**src/rtl/renkon_conv_seq_pkg.sv**
```systemverilog
// rtl/renkon_conv_seq_pkg.sv - shared constants and state encoding for the conv sequencer
package renkon_conv_seq_pkg;

  localparam int DWIDTH   = 16;  // datapath width of the conv unit; not used by the sequencer
  localparam int FACCUM   = 10;  // feature-memory address width
  localparam int WADDR    = 12;  // weight-memory address width
  localparam int CHWIDTH  = 8;   // input-channel count width
  localparam int FSIZE2   = 25;  // 5x5 kernel taps per channel
  localparam int TREE_LAT = 4;   // win_en to valid tree result; must be >= 2

  localparam int KWIDTH   = $clog2(FSIZE2);
  localparam int DCWIDTH  = $clog2(TREE_LAT + 1);

  typedef enum logic [2:0] {
    IDLE  = 3'd0,
    WLOAD = 3'd1,
    WLAST = 3'd2,
    CONV  = 3'd3,
    DRAIN = 3'd4,
    DONE  = 3'd5
  } state_t;

endpackage

```
**src/rtl/renkon_conv_seq_dline.sv**
```systemverilog
// rtl/renkon_conv_seq_dline.sv - tag delay line matching the conv tree latency
module renkon_conv_seq_dline #(
  parameter int DEPTH = 3,
  parameter int AW    = 10
) (
  input  logic          clk,
  input  logic          xrst,
  input  logic          in_valid,
  input  logic          in_first,
  input  logic          in_last,
  input  logic [AW-1:0] in_addr,
  output logic          out_valid,
  output logic          out_first,
  output logic          out_last,
  output logic [AW-1:0] out_addr
);

  logic [DEPTH-1:0] vld;
  logic [DEPTH-1:0] fst;
  logic [DEPTH-1:0] lst;
  logic [AW-1:0]    adr [DEPTH];

  // Shift tags every cycle; an address field only moves with a valid tag,
  // so every stage keeps the most recent valid address.
  always_ff @(posedge clk) begin
    if (xrst) begin
      vld <= '0;
      fst <= '0;
      lst <= '0;
      for (int i = 0; i < DEPTH; i++) adr[i] <= '0;
    end else begin
      vld[0] <= in_valid;
      fst[0] <= in_first;
      lst[0] <= in_last;
      if (in_valid) adr[0] <= in_addr;
      for (int i = 1; i < DEPTH; i++) begin
        vld[i] <= vld[i-1];
        fst[i] <= fst[i-1];
        lst[i] <= lst[i-1];
        if (vld[i-1]) adr[i] <= adr[i-1];
      end
    end
  end

  assign out_valid = vld[DEPTH-1];
  assign out_first = fst[DEPTH-1];
  assign out_last  = lst[DEPTH-1];
  assign out_addr  = adr[DEPTH-1];

endmodule

```
**src/rtl/renkon_conv_seq.sv**
```systemverilog
// rtl/renkon_conv_seq.sv - weight-load and output-sweep sequencer for one conv unit
module renkon_conv_seq
  import renkon_conv_seq_pkg::*;
(
  input  logic               clk,
  input  logic               xrst,
  input  logic               req,
  input  logic [CHWIDTH-1:0] in_ch,
  input  logic [FACCUM:0]    feat_cnt,
  input  logic [WADDR-1:0]   w_base,
  output logic               ack,
  output logic [WADDR-1:0]   w_addr,
  output logic               wreg_we,
  output logic               chan_start,
  output logic               win_en,
  output logic [FACCUM-1:0]  mem_feat_addr,
  output logic               mem_feat_rst,
  output logic [FACCUM-1:0]  mem_feat_addr_d1,
  output logic               mem_feat_we,
  output logic               out_en
);

  state_t             state;
  state_t             state_nxt;
  logic [CHWIDTH-1:0] ch_num;
  logic [CHWIDTH-1:0] ch_idx;
  logic [FACCUM:0]    feat_num;
  logic [FACCUM:0]    pos;
  logic [WADDR-1:0]   ch_base;
  logic [KWIDTH-1:0]  tap;
  logic [DCWIDTH-1:0] drn;
  logic               zero_cnt;
  logic               last_tap;
  logic               last_pos;
  logic               last_drn;
  logic               more_ch;
  logic               dl_valid;
  logic               dl_first;
  logic               dl_last;
  logic [FACCUM-1:0]  dl_addr;

  assign last_tap = (tap == KWIDTH'(FSIZE2 - 1));
  assign last_pos = (pos == feat_num - (FACCUM+1)'(1));
  assign last_drn = (drn == DCWIDTH'(TREE_LAT - 1));
  assign more_ch  = ((CHWIDTH+1)'(ch_idx) + (CHWIDTH+1)'(1)) < (CHWIDTH+1)'(ch_num);

  // ch_base already carries w_base + c*FSIZE2, so adding the tap wraps naturally
  assign w_addr = ch_base + WADDR'(tap);

  // State register
  always_ff @(posedge clk) begin
    if (xrst) state <= IDLE;
    else      state <= state_nxt;
  end

  // Next-state decode and state-derived strobes
  always_comb begin
    state_nxt  = state;
    ack        = 1'b0;
    chan_start = 1'b0;
    win_en     = 1'b0;
    case (state)
      IDLE: begin
        ack = 1'b1;
        if (req) state_nxt = WLOAD;
      end
      WLOAD: begin
        if (zero_cnt)      state_nxt = DONE;
        else if (last_tap) state_nxt = WLAST;
      end
      WLAST: begin
        chan_start = 1'b1;
        state_nxt  = CONV;
      end
      CONV: begin
        win_en = 1'b1;
        if (last_pos) state_nxt = DRAIN;
      end
      DRAIN: begin
        if (last_drn) state_nxt = more_ch ? WLOAD : DONE;
      end
      DONE:    state_nxt = IDLE;
      default: state_nxt = IDLE;
    endcase
  end

  // Job latch, tap/position/drain counters and the weight-shift strobe
  always_ff @(posedge clk) begin
    if (xrst) begin
      ch_num   <= '0;
      feat_num <= '0;
      ch_base  <= '0;
      zero_cnt <= 1'b0;
      ch_idx   <= '0;
      tap      <= '0;
      pos      <= '0;
      drn      <= '0;
      wreg_we  <= 1'b0;
    end else begin
      // weight memory returns data one cycle after the address
      wreg_we <= (state == WLOAD) && !zero_cnt;
      case (state)
        IDLE: begin
          if (req) begin
            ch_num   <= in_ch;
            feat_num <= feat_cnt;
            ch_base  <= w_base;
            zero_cnt <= (in_ch == '0) || (feat_cnt == '0);
            ch_idx   <= '0;
            tap      <= '0;
            pos      <= '0;
            drn      <= '0;
          end
        end
        WLOAD: tap <= last_tap ? '0 : tap + 1'b1;
        CONV:  pos <= last_pos ? '0 : pos + 1'b1;
        DRAIN: begin
          drn <= last_drn ? '0 : drn + 1'b1;
          if (last_drn && more_ch) begin
            ch_idx  <= ch_idx + 1'b1;
            ch_base <= ch_base + WADDR'(FSIZE2);
          end
        end
        default: ;
      endcase
    end
  end

  renkon_conv_seq_dline #(
    .DEPTH (TREE_LAT - 1),
    .AW    (FACCUM)
  ) u_dline (
    .clk       (clk),
    .xrst      (xrst),
    .in_valid  (win_en),
    .in_first  (ch_idx == '0),
    .in_last   (!more_ch),
    .in_addr   (pos[FACCUM-1:0]),
    .out_valid (dl_valid),
    .out_first (dl_first),
    .out_last  (dl_last),
    .out_addr  (dl_addr)
  );

  assign mem_feat_addr = dl_addr;
  assign mem_feat_rst  = dl_valid & dl_first;

  // Write side trails the read side by one cycle; write address holds when idle
  always_ff @(posedge clk) begin
    if (xrst) begin
      mem_feat_addr_d1 <= '0;
      mem_feat_we      <= 1'b0;
      out_en           <= 1'b0;
    end else begin
      mem_feat_we <= dl_valid;
      out_en      <= dl_valid & dl_last;
      if (dl_valid) mem_feat_addr_d1 <= dl_addr;
    end
  end

endmodule

```
**config.mk**
```make
export PLATFORM = sky130hd
export DESIGN_NAME = renkon_conv_seq
export DESIGN_NICKNAME = d
export VERILOG_FILES = /design/src/rtl/renkon_conv_seq_pkg.sv /design/src/rtl/renkon_conv_seq_dline.sv /design/src/rtl/renkon_conv_seq.sv
export SDC_FILE = /design/constraint.sdc
export NUM_CORES = 1
export LEC_CHECK = 0
export ABC_AREA = 1
export BUFFER_PORTS_ARGS = -buffer_cell sky130_fd_sc_hd__buf_2
export CAP_MARGIN = 20
export CELL_PAD_IN_SITES_DETAIL_PLACEMENT = 1
export CELL_PAD_IN_SITES_GLOBAL_PLACEMENT = 2
export CORE_ASPECT_RATIO = 0.6
export CORE_MARGIN = 5
export CORE_UTILIZATION = 33
export DETAILED_ROUTE_END_ITERATION = 10
export PLACE_DENSITY_LB_ADDON = 0.1
export SYNTH_ARGS = -nofsm -noshare
export SYNTH_HDL_FRONTEND = slang
export SYNTH_SLANG_ARGS = --single-unit
```
**constraint.sdc**
```tcl
create_clock -name clk -period 2.85 [get_ports clk]
set_clock_uncertainty 0.15 [all_clocks]
set_input_delay 0.4275 -clock clk [delete_from_list [all_inputs] [get_ports clk]]
set_output_delay 0.4275 -clock clk [all_outputs]
set_load 0.005 [all_outputs]
```
Word-level counts from Yosys, hierarchy flattened

Memory sizes are Yosys's and may differ from the RTL's.
Cells that the tools add are included.

Flip-flop bits (word level): 84
Input port bits: 34
Logic and storage cells: 100
Memory bits (writable): 30
Memories: 1
Output and inout port bits: 39

$add $sub $neg: 8
Reductions and logical operators: 18
Eq/ne operators: 12
Bitwise logic cells: 5
Order comparisons: 1
Multiplexer cells: 39

Memory list:

| name        | depth | width | read ports | clocked after memory_dff | write ports | RTL line                    | text |
|---|---|---|---|---|---|---|---|
| u_dline.adr | 3     | 10    | 3          | 0                        | 3           | renkon_conv_seq_dline.sv:21 | `logic [AW-1:0] adr [DEPTH];` |

Operator list:

| kind                  | number |
|---|---|
| $mux 10               | 3 |
| $mux 12               | 2 |
| $mux 3                | 8 |
| $pmux 12 s2           | 1 |
| $mux 11               | 2 |
| $pmux 11 s2           | 1 |
| $logic_not 8->1       | 2 |
| $mux 8                | 2 |
| $pmux 8 s2            | 1 |
| $pmux 3 s5            | 1 |
| $mux 1                | 14 |
| $add 12x5->12         | 1 |
| $add 12x5->12 const B | 1 |
| $add 11x1->11 const B | 1 |
| $eq 11x11->1          | 1 |
| $logic_not 11->1      | 1 |
| $sub 11x1->11 const B | 1 |
| $mux 5                | 2 |
| $pmux 5 s2            | 1 |
| $add 8x1->9 const B   | 1 |
| $eq 3x2->1 const B    | 3 |
| $lt 9x8->1            | 1 |
| $add 8x1->8 const B   | 1 |
| $ne 2x2->1 const B    | 4 |
| 17 further kinds      | 27 |

Logic depth before layout (Yosys ltp)

Gate-level depths: netlist of run 1.

Word-level depth: 6
Mapped depth: 20
Mapped depth without buffers: 19

By module

A second synthesis of run 1 with hierarchy kept.

Cell total of the unflattened synthesis: 818
Area, all modules: 6264.8 um2

By module, submodules not included:

| module                | area each (um2) | times used | cells each | sequential area each (um2) |
|---|---|---|---|---|
| renkon_conv_seq       | 4630.7          | 1          | 679        | 1501.4 |
| renkon_conv_seq_dline | 1634.1          | 1          | 139        | 1081.0 |

Least setup slack after synthesis of run 1

No wires, ideal clock.

Path type: register -> register
Start: reg ch_idx[0]
End: reg ch_idx[2]
Setup slack: 0.218 ns
Required time: 2.585 ns
Library setup time: 0.115 ns
Cell stages (with the launch flop): 20
Buffers on the path: 1
Clock period less this slack: 2.632 ns
Arrival time: 2.368 ns
Cells stage by stage: dfxtp_1 > ha_1 > nand2_2 > nor2_4 > inv_1 > nor2_1 > xor2_1 > ha_1 > a21o_1 > nand3_1 > nand2_1 > nor2_1 > nand2_1 > inv_2 > nand3_2 > nand2_4 > buf_8 > inv_6 > a21oi_2 > nor2_1

Word-level cells in the longest chain between the ends: 5
Elaborated cells on any way between the ends: 8
Those cells by class: 2 x add/sub; 1 x order compare; 1 x eq/ne; 2 x mux; 2 x reduce/logical

Ends and longest elaborated chain:

| item                       | RTL line               | text |
|---|---|---|
| start: declaration         | renkon_conv_seq.sv:26  | `logic [CHWIDTH-1:0] ch_idx;` |
| start signal: assignment   | renkon_conv_seq.sv:120 | `ch_idx <= ch_idx + 1'b1;` |
| $add 8x1->9                | renkon_conv_seq.sv:45  | `assign more_ch = ((CHWIDTH+1)'(ch_idx) + (CHWIDTH+1)'(1)) < (CHWIDTH+1)'(ch_num);` |
| $lt 9x8->1                 | renkon_conv_seq.sv:45  |  |
| $logic_and 1x1->1          | renkon_conv_seq.sv:119 | `if (last_drn && more_ch) begin` |
| $ne 2x2->1 (no line)       | n/a                    |  |
| $reduce_and 3->1 (no line) | n/a                    |  |

Several ways; a longest one is shown, not always the timed one. The select of a mux whose other input is x is not followed.
A chain may end at the register's enable or synchronous reset.

Worst setup path in the final report of run 1

Start: reg tap[0]
End: out w_addr[8]

Word-level cells in the longest chain between the ends: 1

Ends and longest elaborated chain:

| item                     | RTL line               | text |
|---|---|---|
| start: declaration       | renkon_conv_seq.sv:30  | `logic [KWIDTH-1:0] tap;` |
| start signal: assignment | renkon_conv_seq.sv:115 | `WLOAD: tap <= last_tap ? '0 : tap + 1'b1;` |
| $add 12x5->12            | renkon_conv_seq.sv:48  | `assign w_addr = ch_base + WADDR'(tap);` |
| end: declaration         | renkon_conv_seq.sv:12  | `output logic [WADDR-1:0] w_addr,` |

No other way between the ends.

==> impl_metrics.ini, run 1 <==
[status]
run_status = finished, final reports clean

[final_layout]
multi_input_area_mm2 = 0.002860
layout_commonest_cell = nand2_1
seq_area_mm2 = 0.002609
fin_nets = 945
area_growth_pct = 25.16
fillers = 2228
final_cells = 1143
final_area_mm2 = 0.007425
drive_gt1_share_pct = 21.93
final_cell_mix = 143 x nand2_1, 139 x nor2_1, 107 x inv_1, 73 x dfxtp_1, 72 x buf_2
diodes = 0

[route]
dr_total_vias = 5408
final_antenna_net_count = 0
route.detailed.drc = 0
wl_per_cell_um = 14.98
first_pass_iters = 4
drt_iter0_drc = 243
wirelength_um = 17130
vias_per_cell = 4.731

[clock_network]
cts.sinks = 114
clk-insertion-delay-late_ns = 0.42
cts_root_buf = clkbuf_16
clockBufferDepth = 2
cts_tree = built
cts.clk_slew.worst_paths_ns = 0.06
htreeDepth = 4
cts_buffers = 17

[power_and_ir_drop]
pwr-share-comb_pct = 35.4
pwr-share-clk_pct = 31.0
power_density_mw_per_mm2 = 862.8
p_seq_share_pct = 33.6
p_int_mw = 3.947
peakVddDrop_uv = 376.6
switchingPower_mw = 2.459
p_sw_share_pct = 38.38
power_leakage_nw = 3.304

[job]
drv_cap = 0

[setup_path]
crit_buf_inv = 3
cp-end-kind = output port
rr_startpoint = ch_idx[0]$_SDFFE_PP0P_
crit_cells = 11
cp.required_ns = 2.27
startpoint = tap[0]$_SDFFE_PP0P_
arrival_ns = 2.24
cp-endpoint = w_addr[8]
worst_setup_path_start_kind = flip-flop
cpPeakStageDelay_ns = 0.36
worst_r2r_path_depth = 19
crit_path_max_fanout = 3
path_cells = ha_4 > inv_2 > fa_2 > nor2_2 > a211oi_2 > nor2_1 > o21ai_1 > buf_4 > nor2_4 > xor2_1 > buf_2
crit_family = adder cells
rrSetupSlack_ns = 0.16
r2r_end = ch_base[10]$_SDFFE_PP0P_
cpMaxStageDelayCell = dfxtp_4
criticalPathCategory = flip-flop to output port

[floorplanning]
row_count = 38
fp.dieH_um = 113.9
die_area_mm2 = 0.02084
initial_utilization_pct = 33.18
core_area_mm2 = 0.01788
io_pins = 73
die_w_um = 183.1

[place]
dpl.cell_count = 1097
port_buffers = 72
place_congestion = 0.8041
dp_hpwl_um = 12610
pre_cts_ws_ns = -0.03215
placed_area_mm2 = 0.006556

[timing]
timing.fmax_ghz = 0.3551
rsz0062_at_grt = true
worst_pin_slew_ns = 0.4384
drv_slew = 0
min_period_ns = 2.816
setup_violations = 0
worst_slack_ns = 0.03373
hold_viol = 0
min_period_over_period_pct = 98.82
max-slew-margin-rel_pct = 70.70

[synth]
seq_area_frac_synth_pct = 43.54
synth_edf_count = 30
ys_async_sr_fraction_pct = 0
syn_inst = 802
synth_ff_type = dfxtp_1
ys_ff_latch = 114
synth_nets = 857
syn_area_per_cell_um2 = 7.396
yosysTopAreaCell = dfxtp_1
synth_area_leaders = dfxtp_1 28%, edfxtp_1 15%, nand2_1 9.2%, nor2_1 9.2%, inv_1 6.9%
yosys_warnings = 0
synth_top_area_share_pct = 28.35
syn-cell-area_mm2 = 0.005932
synthDistinctLibCells = 40

[global_routing]
grt_pass1_wl_um = 28330
antenna_found_initial = 0
grt_pass1_vias = 5514
grt_max_degree = 37
grt_usage_pct = 16.94
grt_overflow_total = 0

[min_path]
hp-class = input port to flip-flop
==> sequential cells by signal, indices dropped and copies added, names as in the netlist, 5 cells and up <==
signal and flops:
ch_base 12, ch_num 8, u_dline.adr 30, pos 11
ch_idx 8, tap 5, feat_num 11, mem_feat_addr_d1 10
==> area by class of cell <==
type / instances / share of cell area [%]
inverters: 114 / 5.831
flip-flops and latches: 114 / 35.14
well taps: 240 / 4.044
clock inverters: 14 / 1.432
multi-input cells: 536 / 38.52
clock buffers: 18 / 5.915
repair buffers: 107 / 9.117
==> logic make-up (layout without fill, tap and decap cells) <==
family                     after synthesis  count (layout)  share of synthesized area, %
and+or+nand+nor                        377             377                         26.83
buffers and inverters                  152             253                         10.86
DFF                                    114             114                         43.54
AOI/OAI and AO/OA                      111             111                         10.23
xor gates and xnor gates                27              27                         3.986
adders and majority gates               21              21                         4.556
==> cell usage after synthesis (2+ instances only) <==
cell and n:
nand2_1 145, nor2_1 145, inv_1 109, dfxtp_1 84
nand3_1 46, a21oi_1 45, o21ai_0 38, edfxtp_1 30
xor2_1 22, clkbuf_1 21, ha_1 20, o21ai_1 12
buf_4 11, nand4_1 11, nor3_1 10, a21oi_2 7
nor4_1 5, xnor2_1 5, inv_2 4, nor2_2 3
a21o_1 2, a221oi_1 2, buf_1 2, buf_6 2
nand2_2 2, nand3_2 2, nand3b_1 2, nor2_4 2
or2_2 2
==> layer usage <==
layer	up-vias	part of all wire [%]	GRT usage (%)
met5	-	0	0
met4	0	1.1	5.159
met3	16	5.2	4.207
met2	95	39	24.45
met1	2570	54	24.89
li1	2727	-	-
==> worst reg2reg max path, delay by kind of cell (launching register included) <==
kind	cells	cell delay, ns
xor gates and xnor gates	1	0.17
adders and majority gates	2	0.40
buffers and inverters	3	0.42
DFF	1	0.36
and+or+nand+nor	13	1.10
==> per-stage QoR <==
stage / TNS [ns] / util (%) / hold WS [ns] / power (mW)
floorplan: 0 / - / 0.2383 / 3.550
global placement: 0 / 36.67 / 0.2549 / 4.136
detailed placement: -0.2129 / 36.67 / 0.2608 / 4.214
CTS: -0.01278 / 40.49 / 0.1015 / 6.352
global route: -0.1502 / 41.53 / 0.1148 / 6.894
finish: 0 / 41.53 / 0.1235 / 6.406
==> power groups by stage <==
stage | registers, mW | logic, mW | clock network [mW]
after global placement | 2.15 | 1.98 | 0
final | 2.15 | 2.27 | 1.98
after floorplan | 2.09 | 1.46 | 0
after detailed placement | 2.16 | 2.05 | 0
after global routing | 2.19 | 2.58 | 2.12
after CTS | 2.14 | 2.17 | 2.04
==> timing repair <==
| item | CTS | global route |
|---|---|---|
| resized for setup | 22 | 28 |
| hold endpoints to repair | 0 | 0 |
| hold buffers | 0 | 0 |
| cloned | 1 | 1 |
| pin swaps | 7 | 15 |
| setup endpoints to repair | 17 | 26 |
| buffers inserted | 6 | 6 |
==> worst min path at each step <==
stage / start / to / cells after the start
after detailed placement: u_dline.lst[1]$_SDFF_PP0_ / u_dline.lst[2]$_SDFF_PP0_ / 2
after floorplan: u_dline.fst[0]$_SDFF_PP0_ / u_dline.fst[1]$_SDFF_PP0_ / 2
after CTS: xrst / u_dline.vld[2]$_SDFF_PP0_ / 2
after global routing: feat_cnt[7] / feat_num[7]$_SDFFE_PP0P_ / 3
after global placement: u_dline.lst[1]$_SDFF_PP0_ / u_dline.lst[2]$_SDFF_PP0_ / 2
final: xrst / u_dline.vld[2]$_SDFF_PP0_ / 2
Note: power is estimated with default switching activity, not from simulation.
==> run 2: changes to the inputs <==
--- a/config.mk
+++ b/config.mk
@@ -12,9 +12,10 @@
 export CELL_PAD_IN_SITES_GLOBAL_PLACEMENT = 2
 export CORE_ASPECT_RATIO = 0.6
 export CORE_MARGIN = 5
-export CORE_UTILIZATION = 33
+export CORE_UTILIZATION = 30
 export DETAILED_ROUTE_END_ITERATION = 10
 export PLACE_DENSITY_LB_ADDON = 0.1
+export SETUP_SLACK_MARGIN = 0.5
 export SYNTH_ARGS = -nofsm -noshare
 export SYNTH_HDL_FRONTEND = slang
 export SYNTH_SLANG_ARGS = --single-unit
==> constraint.sdc (replaced) <==
create_clock -name clk -period 2.5 [get_ports clk]
set_clock_uncertainty 0.15 [all_clocks]
set_input_delay 0.375 -clock clk [delete_from_list [all_inputs] [get_ports clk]]
set_output_delay 0.375 -clock clk [all_outputs]
set_load 0.005 [all_outputs]
==> run 2 against run 1 <==
Effect of this change:
- sequential share of layout area shrank 3.2 points
- largest cell class unchanged
- non-clock buffer count grew 40
- the run now ends with setup timing left
- critical path type unchanged
- critical endpoint is now w_addr[6]
- core utilization grew 1.0 points
==> impl_metrics.ini, run 2 (synthesized netlist as in run 1, its figures left out) <==
[place]
place_congestion = 0.7614
placed_area_mm2 = 0.006813
dpl.cell_count = 1142
dp_hpwl_um = 13030
port_buffers = 72

[setup_path]
worst_setup_path_start_kind = flip-flop
r2r_end = ch_base[2]$_SDFFE_PP0P_
criticalPathCategory = flip-flop to output port
worst_r2r_path_depth = 19
cp-end-kind = output port
rrSetupSlack_ns = -0.17
rr_startpoint = ch_idx[1]$_SDFFE_PP0P_
cp.required_ns = 1.98
crit_path_max_fanout = 3
arrival_ns = 2.21

[final_layout]
fin_nets = 986
largest_registers = u_dline.adr: 30 flops, ch_base: 12 flops
largest_reg_flops = 30
drive_gt1_share_pct = 30.83
layout_commonest_cell = nand2_1
largest_register = u_dline.adr
diodes = 0
final_area_mm2 = 0.008187
final_cell_mix = 138 x nand2_1, 123 x nor2_1, 102 x inv_1, 71 x buf_2, 69 x dfxtp_1
area_growth_pct = 38.01
final_cells = 1210

[route]
dr_total_vias = 5612
vias_per_cell = 4.638
first_pass_iters = 5
wirelength_um = 18020
wl_per_cell_um = 14.89
route.detailed.drc = 0
drt_iter0_drc = 229
final_antenna_net_count = 0

[global_routing]
antenna_found_initial = 0
grt_overflow_total = 0
grt_pass1_wl_um = 30020
grt_usage_pct = 16.33
grt_max_degree = 37
grt_pass1_vias = 5739

[floorplanning]
io_pins = 73
initial_utilization_pct = 30.85
die_area_mm2 = 0.02278
die_w_um = 191.5
row_count = 39
fp.dieH_um = 118.9
core_area_mm2 = 0.01923

[clock_network]
cts_root_buf = clkbuf_16
cts_tree = built
cts.sinks = 114
cts.hold.buffers_added = 0
cts.clk_slew.worst_paths_ns = 0.06
clockBufferDepth = 2
cts_buffers = 17
htreeDepth = 4
clk-insertion-delay-late_ns = 0.41

[timing]
min_period_ns = 2.732
drv_slew = 0
rsz0062_at_grt = true
hold_viol = 0
timing.fmax_ghz = 0.3660
max-slew-margin-rel_pct = 70.57
min_period_over_period_pct = 109.3
final.setup.tns_ns = -3.951
worst_pin_slew_ns = 0.4381
worst_slack_ns = -0.2325
setup_violations = 31

[min_path]
hp-class = input port to flip-flop
hold_depth = 3
hold_path.startpoint = feat_cnt[6]
min_to = feat_num[6]$_SDFFE_PP0P_

[power_and_ir_drop]
peakVddDrop_uv = 637.9
power_leakage_nw = 3.624
p_total_mw = 8.218
power_density_mw_per_mm2 = 1004

[status]
run_status = finished, violations left
violations = setup timing

[job]
drv_cap = 0
==> run 2: changes by cell type in the layout (fill, tap and decap cells not counted), moves of 4 or more <==
cell     previous run  this run
nor2_1            139       123
nand2_1           143       138
nor2_2              6        15
inv_2               6        10
nand3_1            45        35
buf_4              31        49
buf_6               1        22
nor2_4              5        12
dfxtp_1            73        69
nand3_2             2        11
inv_1             107       102
==> run 2: final cells by class <==
cell class	count	area, um^2
clock buffer	17	425.4
clock inverter	15	146.4
fill	2387	11040
inverter	114	447.9
multi-input combinational	537	3149
sequential	114	2616
tap	266	332.8
timing repair buffer	147	1069
==> run 2: per-stage QoR <==
stage | hold slack (ns) | worst slack [ns] | util [%]
5_1_grt | 0.08006 | -0.3707 | 42.58
6_report | 0.09219 | -0.2325 | 42.58
3_3_place_gp | 0.2597 | -0.2527 | 35.44
3_5_place_dp | 0.2666 | -0.2876 | 35.44
4_1_cts | 0.06541 | -0.2585 | 41.33
2_1_floorplan | 0.2383 | -0.03146 | -
==> run 2: repair_timing <==
action | in CTS | in global routing
cloned | 2 | 0
resized for setup | 84 | 44
endpoints found under the setup margin | 47 | 53
buffers inserted | 27 | 7
pin swaps | 43 | 29
==> run 2: how the worst max path moves through the flow <==
stage / to / slack, ns / cells after the start / from
final: w_addr[6] / -0.23 / 10 / tap[0]$_SDFFE_PP0P_
after global routing: state[2]$_SDFFE_PP0P_ / -0.37 / 21 / ch_idx[1]$_SDFFE_PP0P_
after CTS: w_addr[10] / -0.26 / 10 / ch_base[0]$_SDFFE_PP0P_
after detailed placement: ch_base[2]$_SDFFE_PP0P_ / -0.29 / 19 / ch_idx[1]$_SDFFE_PP0P_
after global placement: ch_idx[0]$_SDFFE_PP0P_ / -0.25 / 18 / ch_idx[1]$_SDFFE_PP0P_
after floorplan: ch_idx[1]$_SDFFE_PP0P_ / -0.03 / 19 / ch_idx[1]$_SDFFE_PP0P_
==> run 2: routing by layer <==
| layer | GRT usage (%) | wire length, um |
|---|---|---|
| met1 | 24.59 | 9716 |
| met2 | 23.54 | 7371 |
| met3 | 3.655 | 810 |
| met4 | 4.126 | 118 |
| met5 | 0 | 0 |
==> run 2: critical path, cell delays in order, from the launching register on <==
cell	delay [ns]
dfxtp_4	0.35
ha_4	0.16
inv_2	0.05
fa_2	0.21
nor2_2	0.05
a211oi_2	0.19
nor2_1	0.10
o21ai_2	0.24
buf_4	0.16
xor2_1	0.15
buf_2	0.14
==> run 2: power by group <==
part           switching, mW  internal [mW]
Combinational           1.91           1.49
Clock                  0.975           1.39
Sequential             0.255           2.20
